## config.mk

```make
export PLATFORM = sky130hd
export DESIGN_NAME = tcam_lookup
export DESIGN_NICKNAME = d
export VERILOG_FILES = /design/src/rtl/tcam_lookup_pkg.sv /design/src/rtl/tcam_lookup_prio_enc.sv /design/src/rtl/tcam_lookup.sv
export SDC_FILE = /design/constraint.sdc
export NUM_CORES = 1
export LEC_CHECK = 0
export BUFFER_PORTS_ARGS = -buffer_cell sky130_fd_sc_hd__buf_2
export CAP_MARGIN = 30
export CORE_UTILIZATION = 40
export CTS_CLUSTER_DIAMETER = 80
export DETAILED_ROUTE_END_ITERATION = 12
export PLACE_DENSITY_LB_ADDON = 0.25
export SLEW_MARGIN = 10
export SYNTH_ARGS = -nofsm -noshare
export SYNTH_HDL_FRONTEND = slang
export SYNTH_SLANG_ARGS = --single-unit
```

## constraint.sdc

```tcl
create_clock -name wclk -period 4.15 [get_ports wclk]
set_input_delay 0.6225 -clock wclk [delete_from_list [all_inputs] [get_ports wclk]]
set_output_delay 0.6225 -clock wclk [all_outputs]
set_load 0.01 [all_outputs]
```

## src/rtl/tcam_lookup_pkg.sv

```systemverilog
// ---------------------------------------------------------------------------
// tcam_lookup_pkg
// Shared definitions for the SRL-based fractional TCAM:
//   FRAG_W     - key bits per fragment (one SRL32 bank address)
//   SRL_DEPTH  - entries per SRL bank
//   tcam_state_t - search/update arbitration states
//   tcam_clog2 / tcam_idx_w - width helpers shared with the update logic
// ---------------------------------------------------------------------------
package tcam_lookup_pkg;

   localparam int FRAG_W    = 5;
   localparam int SRL_DEPTH = 32;

   typedef enum logic [1:0] {
      SEARCH = 2'd0,
      DRAIN  = 2'd1,
      GRANT  = 2'd2
   } tcam_state_t;

   // Ceiling log2 for elaboration-time width calculations.
   function automatic int tcam_clog2(input int value);
      int res;
      int rem;
      res = 32'sd0;
      rem = value - 32'sd1;
      while (rem > 32'sd0) begin
         res = res + 32'sd1;
         rem = rem >>> 1;
      end
      return res;
   endfunction

   // Index width for an n-entry vector, never narrower than one bit.
   function automatic int tcam_idx_w(input int n);
      int w;
      w = tcam_clog2(n);
      return (w < 32'sd1) ? 32'sd1 : w;
   endfunction

endpackage

```

## src/rtl/tcam_lookup_prio_enc.sv

```systemverilog
// ---------------------------------------------------------------------------
// tcam_lookup_prio_enc
// Combinational lowest-set-bit priority encoder.
//   vec - input request vector (N bits)
//   idx - index of the lowest set bit, 0 when vec is all-zero
//   any - at least one bit of vec is set
// ---------------------------------------------------------------------------
module tcam_lookup_prio_enc #(
   parameter int N  = 8,
   parameter int IW = 3
) (
   input  logic [N-1:0]  vec,
   output logic [IW-1:0] idx,
   output logic          any
);

   // Scan from the top down so the lowest set bit is written last and wins.
   always_comb begin
      idx = '0;
      any = |vec;
      for (int i = N - 1; i >= 0; i--) begin
         idx = vec[i] ? IW'(i) : idx;
      end
   end

endmodule

```

## src/rtl/tcam_lookup.sv

```systemverilog
// ---------------------------------------------------------------------------
// tcam_lookup
// Search-side controller of the SRL-based fractional TCAM. A key is split
// into 5-bit fragments that address the SRL banks; the per-rule match bits of
// all banks are ANDed and the surviving vector is priority encoded. The block
// also hands the SRL address path to the update logic once no search depends
// on the SRL contents.
// Ports:
//   wclk, rst          - clock, asynchronous active-high reset
//   s_key/s_valid/s_ready - search key stream (valid/ready)
//   srl_addr           - registered read address, fragment f at [5f+4:5f]
//   srl_q              - combinational bank outputs, bank f at [NRULE*f +: NRULE]
//   upd_req/upd_gnt    - update ownership request / registered grant
//   m_valid/m_ready    - result stream handshake
//   m_match/m_index/m_vec - any-match, lowest matching rule, AND-ed vector
// ---------------------------------------------------------------------------
module tcam_lookup
   import tcam_lookup_pkg::*;
#(
   parameter int NFRAG = 4,
   parameter int NRULE = 8
) (
   input  logic                            wclk,
   input  logic                            rst,
   input  logic [FRAG_W*NFRAG-1:0]         s_key,
   input  logic                            s_valid,
   output logic                            s_ready,
   output logic [FRAG_W*NFRAG-1:0]         srl_addr,
   input  logic [NFRAG*NRULE-1:0]          srl_q,
   input  logic                            upd_req,
   output logic                            upd_gnt,
   output logic                            m_valid,
   input  logic                            m_ready,
   output logic                            m_match,
   output logic [tcam_idx_w(NRULE)-1:0]    m_index,
   output logic [NRULE-1:0]                m_vec
);

   localparam int IW = tcam_idx_w(NRULE);

   tcam_state_t      state_r;
   tcam_state_t      state_nxt_s;
   logic             ready_en_r;
   logic             v1_r;
   logic             v2_r;
   logic [NRULE-1:0] mvec_r;
   logic [NRULE-1:0] and_vec_s;
   logic [IW-1:0]    enc_idx_s;
   logic             enc_any_s;
   logic             s3_adv_s;
   logic             s2_adv_s;
   logic             s1_adv_s;
   logic             s_ready_s;
   logic             accept_s;
   logic             gnt_nxt_s;

   // Per-stage advance: a stage may load when it is empty or its content moves on.
   always_comb begin
      s3_adv_s = !m_valid || m_ready;
      s2_adv_s = !v2_r || s3_adv_s;
      s1_adv_s = !v1_r || s2_adv_s;
   end

   // Next-state and key-acceptance logic of the search/update arbiter.
   always_comb begin
      state_nxt_s = state_r;
      s_ready_s   = 1'b0;
      case (state_r)
         SEARCH: begin
            s_ready_s = ready_en_r && s1_adv_s && !upd_req;
            if (upd_req) begin
               state_nxt_s = DRAIN;
            end else begin
               state_nxt_s = SEARCH;
            end
         end
         DRAIN: begin
            // S3 may still hold a result; it no longer depends on the SRLs.
            if (!upd_req) begin
               state_nxt_s = SEARCH;
            end else if (!v1_r && !v2_r) begin
               state_nxt_s = GRANT;
            end else begin
               state_nxt_s = DRAIN;
            end
         end
         GRANT: begin
            if (!upd_req) begin
               state_nxt_s = SEARCH;
            end else begin
               state_nxt_s = GRANT;
            end
         end
         default: begin
            state_nxt_s = SEARCH;
         end
      endcase
      gnt_nxt_s = (state_nxt_s == GRANT);
   end

   assign s_ready  = s_ready_s;
   assign accept_s = s_valid && s_ready_s;

   // Arbiter state, registered grant and the post-reset ready enable.
   always_ff @(posedge wclk or posedge rst) begin
      if (rst) begin
         state_r    <= SEARCH;
         upd_gnt    <= 1'b0;
         ready_en_r <= 1'b0;
      end else begin
         state_r    <= state_nxt_s;
         upd_gnt    <= gnt_nxt_s;
         ready_en_r <= 1'b1;
      end
   end

   // S1: capture the accepted key as the SRL read address.
   always_ff @(posedge wclk or posedge rst) begin
      if (rst) begin
         v1_r     <= 1'b0;
         srl_addr <= '0;
      end else begin
         if (s1_adv_s) begin
            v1_r <= accept_s;
         end
         // The address holds otherwise so a stalled S1 keeps srl_q stable.
         if (accept_s) begin
            srl_addr <= s_key;
         end
      end
   end

   // AND the per-rule match bits of every bank.
   always_comb begin
      and_vec_s = '1;
      for (int f = 0; f < NFRAG; f++) begin
         and_vec_s = and_vec_s & srl_q[f*NRULE +: NRULE];
      end
   end

   // S2: register the combined match vector.
   always_ff @(posedge wclk or posedge rst) begin
      if (rst) begin
         v2_r   <= 1'b0;
         mvec_r <= '0;
      end else if (s2_adv_s) begin
         v2_r <= v1_r;
         if (v1_r) begin
            mvec_r <= and_vec_s;
         end
      end
   end

   tcam_lookup_prio_enc #(
      .N  (NRULE),
      .IW (IW)
   ) u_prio_enc (
      .vec (mvec_r),
      .idx (enc_idx_s),
      .any (enc_any_s)
   );

   // S3: output register, holds while the consumer back-pressures.
   always_ff @(posedge wclk or posedge rst) begin
      if (rst) begin
         m_valid <= 1'b0;
         m_match <= 1'b0;
         m_index <= '0;
         m_vec   <= '0;
      end else if (s3_adv_s) begin
         m_valid <= v2_r;
         if (v2_r) begin
            m_match <= enc_any_s;
            m_index <= enc_idx_s;
            m_vec   <= mvec_r;
         end
      end
   end

endmodule

```

Word level (Yosys, flattened, before mapping):

Cells that the tools add are included.

* equality and inequality tests: 3
* muxes and demuxes: 14
* bitwise logic cells: 3
* reductions and logical operators: 15

Operators by type and width (number)
* 8-bit AND: 3
* 3-bit 2-to-1 mux: 8
* 8-bit OR reduction: 1
* 2-bit 2-to-1 mux: 3
* 2-bit one-hot mux with 3 select lines: 1
* 2-bit equality test (second input constant): 2
* 1-bit logical AND: 4
* 1-bit logical NOT: 4
* 2-bit AND reduction: 2
* 1-bit logical OR: 3
* 2-bit by 1-bit equality test with 1-bit output (second input constant): 1
* 2-bit logical NOT: 1
* 1-bit 2-to-1 mux: 2

* bits in registers: 47
* input bits: 57
* output and inout bits: 35
* word-level logic and storage cells: 46

Longest topological paths before layout:

Gate-level depths: netlist of run 1.

* depth in word-level cells: 8
* mapped depth: 5
* depth with buffers taken out: 4

Hierarchy:

Synthesis of run 1 repeated with hierarchy kept, for this count alone.

* cells, all modules: 140
* area, all modules: 2020.7 µm²

Modules (own cells, without submodules)
* tcam_lookup: times used 1, cells each 127, area each 1940.6 µm², sequential area each 1176.1 µm²
* tcam_lookup_prio_enc: times used 1, cells each 13, area each 80.1 µm², sequential area each 0.0 µm²

Worst setup path after synthesis of run 1:

OpenSTA, ideal clock, no wires.

* kind: input to output
* start: in upd_req
* end: out s_ready
* arrival: 1073 ps
* data required time: 3527 ps
* path slack: 2455 ps
* cell stages on the path: 2
* buffers on the path: 0
* path through: nor4b_4 and2_2

* longest elaborated chain between the ends: 3

RTL lines
* start: declaration: RTL line tcam_lookup.sv:30 `input logic upd_req,`
* 1-bit logical NOT
* 1-bit logical AND: RTL line tcam_lookup.sv:70 `s_ready_s = ready_en_r && s1_adv_s && !upd_req;`
* 1-bit 2-to-1 mux: RTL line tcam_lookup.sv:68 `case (state_r)`
* end: declaration: RTL line tcam_lookup.sv:27 `output logic s_ready,`

Every way passes these cells.

Worst setup path after layout of run 1:

* start: reg state_r[0]
* end: reg srl_addr[6]

* longest elaborated chain between the ends: 3

RTL lines
* start: declaration: RTL line tcam_lookup.sv:41 `tcam_state_t state_r;`
* start signal: assignment: RTL line tcam_lookup.sv:111 `state_r <= state_nxt_s;`
* 2-bit logical NOT: RTL line tcam_lookup.sv:68
* 1-bit 2-to-1 mux: RTL line tcam_lookup.sv:68
* 1-bit logical AND: RTL line tcam_lookup.sv:102 `assign accept_s = s_valid && s_ready_s;`
* end signal: assignment: RTL line tcam_lookup.sv:128 `srl_addr <= s_key;`
* end: declaration: RTL line tcam_lookup.sv:28 `output logic [FRAG_W*NFRAG-1:0] srl_addr,`

Every way passes these cells.
A chain may end at the register's enable or synchronous reset.

==> results of run 1 <==
==> how the worst max path moves through the flow <==
stage	from	end	slack [ps]
3_3_place_gp	upd_req	srl_addr[11]	1920
3_5_place_dp	upd_req	srl_addr[6]	1880
5_1_grt	state_r[0]	srl_addr[19]	2030
2_1_floorplan	rst	m_index[0]	2410
4_1_cts	state_r[0]	s_ready	2140
6_report	state_r[0]	srl_addr[6]	2150
==> layout by cell type, fill, tap and decap left out, drive strengths merged, types with 2 or more instances in the layout <==
cell type and instances:
dfrtp 47, clkbuf 5, nand2 18, o31ai 2, clkinv 2, nor2 4
and2 3, buf 92, nand2b 4, mux2 26, nand4 8, o21ai 11
a21o 2, a21oi 3, inv 3
==> cells in the mapped netlist, drive strengths merged (3+ instances only) <==
| cell type | count |
|---|---|
| nand2b | 4 |
| nor2 | 4 |
| inv | 3 |
| a21oi | 3 |
| mux2 | 26 |
| o21ai | 11 |
| dfrtp | 47 |
| nand2 | 18 |
| nand4 | 8 |
| and2 | 3 |
==> final cells by class <==
class | count | area [um^2] | share of cell area
multi-input cells | 91 | 739 | 0.285
repair buffers | 92 | 475 | 0.183
inverters | 3 | 11.3 | 0.00433
clock buffers | 5 | 68.8 | 0.0265
clock inverters | 3 | 43.8 | 0.0169
flip-flops and latches | 47 | 1180 | 0.453
well taps | 67 | 83.8 | 0.0323
==> kinds of logic (layout without fill, tap and decap cells) <==
kind of cell           after synthesis  after routing
buffers and inverters                7            103
other                                1              1
and+or+nand+nor                     42             42
AOI/OAI and AO/OA                   21             21
muxes                               27             27
DFF                                 47             47
==> power breakdown <==
group          switching, mW  internal, mW  total (mW)
registers             0.0631         0.560       0.624
clock network          0.151         0.179       0.330
logic                  0.147         0.199       0.346
==> state kept, by name (all words and copies together) (netlist names) <==
signal and count:
m_index 3, m_match 1, m_valid 1, m_vec 8
mvec_r 8, ready_en_r 1, srl_addr 20, state_r 2
upd_gnt 1, v1_r 1, v2_r 1
==> per-stage QoR <==
step / setup slack, ps / cells
6_report: 2150 / 308
5_1_grt: 2030 / 308
4_1_cts: 2140 / 307
3_5_place_dp: 1880 / 299
3_3_place_gp: 1920 / 299
2_1_floorplan: 2410 / 145
==> layer usage <==
metal / track usage / up-vias / part of all wire
li1: - / 703 / -
met1: 0.200 / 682 / 0.46
met2: 0.251 / 64 / 0.46
met3: 0.0542 / 5 / 0.069
met4: 0.0523 / 0 / 0.0074
met5: 0 / - / 0
==> results.py, run 1 <==
metrics = {
    "timing": {
        "slew_headroom": 0.530,
        "max_clock_freq_ghz": 0.501,
        "hold_viol": 0,
        "slew_viol_final": 0,
        "whs_ps": 246,
        "setup_violations": 0,
        "min_period_over_period": 0.481,
        "min_period_ps": 2000,
        "skew_ps": 6.71,
        "fin_setup_tns_ps": 0,
        "rsz0062_at_grt": "no",
        "tightest_slew_ps": 704,
    },
    "worst_setup_path": {
        "cp-end-kind": "flop",
        "crit_fanout": 20,
        "worst_path_largest_cell_delay_ps": 590,
        "slowest_stage": "nand3_2",
        "crit_chain": "nor4b_4 > nand3_2 > mux2_4",
        "required_ps": 4330,
        "rr_endpoint": "srl_addr[6]",
        "cp_num_cells": 3,
        "ff2ff_setup_slack_ps": 2150,
        "cp_top_family": "simple AND/OR/NAND/NOR gates",
        "crit_arrival_ps": 2180,
        "start_kind": "flop",
        "critPathKind": "flop to flop",
        "r2r_cells": 3,
        "r2r_start": "state_r[0]",
        "critPathBufInv": 0,
    },
    "logic_synthesis": {
        "synth_cells": 145,
        "yosys.area.top_type": "dfrtp_1",
        "synth_area_mm2": 0.00196,
        "synth_fa_ha_area_frac": 0,
        "synth_compound_area_frac": 0.0633,
        "synth.top_cell.area_share": 0.601,
        "synth_async_sr_flop_share": 1.00,
        "ys.flop_type": "dfrtp_1",
        "yosys_warnings": 0,
        "synth_area_leaders": "dfrtp_1 (60%), mux2_4 (15%), nand2_1 (3.5%), mux2_2 (3.5%), o21ai_0 (2.8%)",
        "yosys.area_share.simple": 0.120,
        "synth-edff-count": 0,
        "postSynthAreaPerCell_um2": 13.5,
        "ys_seq_area_frac": 0.601,
        "synth_top_family_by_area": "multiplexers",
        "synth_mux_area_frac": 0.193,
        "synth_xor_area_frac": 0,
        "synth_cell_types": 26,
        "synth_seq_cells": 47,
        "synth_nets": 202,
    },
    "clocking": {
        "clock-sinks": 47,
        "clock_latency_ps": 300,
        "clockBufferDepth": 2,
        "cts_setup_buffers": 0,
        "ctsResizeCount": 0,
        "htree_levels": 2,
        "clkTransAtPathRegs_ps": 80,
        "clockRootBuffer": "clkbuf_8",
        "hold_buffers": 0,
        "cts_tree": "built",
        "cts_buffers": 5,
    },
    "grt": {
        "grt_pass1_vias": 1358,
        "grt-ovfl-total": 0,
        "grt_max_degree": 48,
        "antenna_found_initial": 0,
        "grt_pass1_wl_mm": 6.12,
        "grt_util_all_layers": 0.157,
    },
    "placed_design": {
        "globalplace.congestion": 0.685,
        "placed_cell_area_mm2": 0.00247,
        "port_buffers": 91,
        "dp.final_hpwl_mm": 2.83,
    },
    "floorplanning": {
        "start_util": 0.414,
        "dieHeight_um": 71.9,
        "die_w_um": 71.9,
        "die-area_mm2": 0.00518,
        "fp-row-count": 25,
        "ios": 92,
        "fp.coreArea_mm2": 0.00472,
    },
    "layout": {
        "stdcell_area_mm2": 0.00260,
        "diodes": 0,
        "area_growth_pct": 32.8,
        "fill_cells": 407,
        "finalNetCount": 297,
        "post-route-util": 0.550,
        "drive_gt1_frac": 0.539,
    },
    "drt": {
        "drt_iter0_markers": 25,
        "drc_errors": 0,
        "wire_per_inst_um": 12.6,
        "routed_wl_mm": 3.89,
        "final_antenna_net_count": 0,
        "firstDrtPassIters": 4,
        "num_vias": 1454,
        "routed_via_density": 4.72,
    },
    "worst_hold_path": {
        "hold_class": "input port to asynchronous set/reset pin",
    },
    "outcome": {
        "status": "completed",
    },
    "job": {
        "drv_cap": 0,
    },
    "pwr": {
        "p_per_area_mw_per_mm2": 500,
        "p_total_mw": 1.30,
        "p_leak_nw": 1.41,
        "ir_worst_vdd_mv": 0.165,
    },
}
Power figures use the tool's default switching activity.
==> run 2: changes to the inputs <==
- clock period: 4.15 -> 1.9 ns (I/O delays scaled with it)
==> results.py, run 2 (synthesized netlist as in run 1, its figures left out) <==
metrics = {
    "grt": {
        "antenna_found_initial": 0,
        "grt_pass1_vias": 1444,
        "grt_util_all_layers": 0.156,
        "grt_max_degree": 21,
        "grt_pass1_wl_mm": 6.19,
        "grt-ovfl-total": 0,
    },
    "layout": {
        "largest_reg_flops": 20,
        "layout_common_cells": "buf_2 (91), dfrtp_1 (47), mux2_4 (20), nand2_1 (18), o21ai_0 (11)",
        "finalNetCount": 301,
        "diodes": 0,
        "fill_cells": 417,
        "layout_commonest_cell": "buf_2",
        "area_growth_pct": 33.4,
        "top_register": "srl_addr",
        "post-route-util": 0.553,
        "drive_gt1_frac": 0.543,
        "reg.largest.list": "srl_addr: 20 flops, m_vec: 8 flops, mvec_r: 8 flops",
    },
    "clocking": {
        "ctsResizeCount": 0,
        "cts_tree": "built",
        "clockBufferDepth": 2,
        "clockRootBuffer": "clkbuf_8",
        "cts_buffers": 5,
        "clock_latency_ps": 300,
        "clkTransAtPathRegs_ps": 90,
        "hold_buffers": 1,
        "cts_setup_buffers": 0,
        "clock-sinks": 47,
        "htree_levels": 2,
    },
    "timing": {
        "whs_ps": 208,
        "slew_viol_final": 0,
        "min_period_ps": 1660,
        "rsz0062_at_grt": "no",
        "fin_setup_tns_ps": 0,
        "skew_ps": 6.75,
        "min_period_over_period": 0.875,
        "setup_violations": 0,
        "hold_viol": 0,
        "max_clock_freq_ghz": 0.602,
    },
    "drt": {
        "num_vias": 1450,
        "drt_iter0_markers": 92,
        "final_antenna_net_count": 0,
        "routed_via_density": 4.65,
        "firstDrtPassIters": 2,
        "routed_wl_mm": 3.76,
        "wire_per_inst_um": 12.1,
        "drc_errors": 0,
    },
    "worst_hold_path": {
        "hold_class": "input port to flop",
        "hold_depth": 2,
        "hp-start": "s_key[9]",
    },
    "floorplanning": {
        "dieHeight_um": 71.9,
        "die_w_um": 71.9,
        "ios": 92,
        "fp-row-count": 25,
        "die-area_mm2": 0.00518,
        "fp.coreArea_mm2": 0.00472,
        "start_util": 0.414,
    },
    "worst_setup_path": {
        "cp-end-kind": "output pin",
        "start_kind": "flop",
        "crit_arrival_ps": 1380,
        "crit_start": "state_r[0]",
        "crit_fanout": 4,
        "r2r_start": "state_r[0]",
        "r2r_cells": 4,
        "required_ps": 1620,
        "critPathKind": "flop to output pin",
    },
    "placed_design": {
        "port_buffers": 91,
        "dp.final_hpwl_mm": 2.82,
        "globalplace.congestion": 0.715,
    },
    "pwr": {
        "p_total_mw": 2.78,
        "p_per_area_mw_per_mm2": 1060,
        "ir_worst_vdd_mv": 0.480,
        "p_leak_nw": 1.41,
    },
    "job": {
        "drv_cap": 0,
    },
    "outcome": {
        "status": "completed",
    },
}
-- run 2: changes by cell type in the layout (fill, tap and decap cells not counted) --
cell	delta
buf_12	-1
buf_4	+4
bufinv_16	-1
clkbuf_8	+2
clkinv_2	-1
clkinv_4	-1
clkinvlp_4	+1
dlygate4sd3_1	+1
-- run 2: layout make-up --
type / instances / area (um^2) / share of cell area
clock buffer: 7 / 96.3 / 0.0369
inverter: 3 / 11.3 / 0.00431
sequential: 47 / 1180 / 0.451
clock inverter: 1 / 7.51 / 0.00288
multi-input combinational: 91 / 739 / 0.283
timing repair buffer: 96 / 495 / 0.190
tap: 67 / 83.8 / 0.0321
-- run 2: layer usage --
layer | track usage | vias up | share of wire
met4 | 0.0697 | 0 | 0.014
li1 | - | 707 | -
met1 | 0.191 | 677 | 0.47
met2 | 0.249 | 61 | 0.45
met5 | 0 | - | 0
met3 | 0.0556 | 5 | 0.066
-- run 2: where the power goes --
part	internal, mW	switching, mW
Clock	0.331	0.328
Sequential	1.22	0.136
Combinational	0.436	0.320
-- run 2: worst paths after layout --
kind,slack (ps),end
hold / removal,210,srl_addr[9]
setup / recovery,240,s_ready
setup reg to reg,320,srl_addr[14]
min in group asynchronous,460,srl_addr[6]
hold reg to reg,480,m_index[2]
max in group asynchronous,880,srl_addr[14]
-- run 2: through the flow --
stage / setup slack, ps / cells / cell area [um^2]
finish: 238 / 312 / 2610
detailed placement: 335 / 303 / 2500
floorplan: 480 / 145 / 1960
global placement: 371 / 303 / 2500
global route: 143 / 312 / 2610
CTS: 216 / 312 / 2610
-- run 2: worst max-delay path, stage by stage, from the launching register on --
cell and delay, ps:
dfrtp_1 430, nor4b_4 340, and2_2 190, buf_2 120
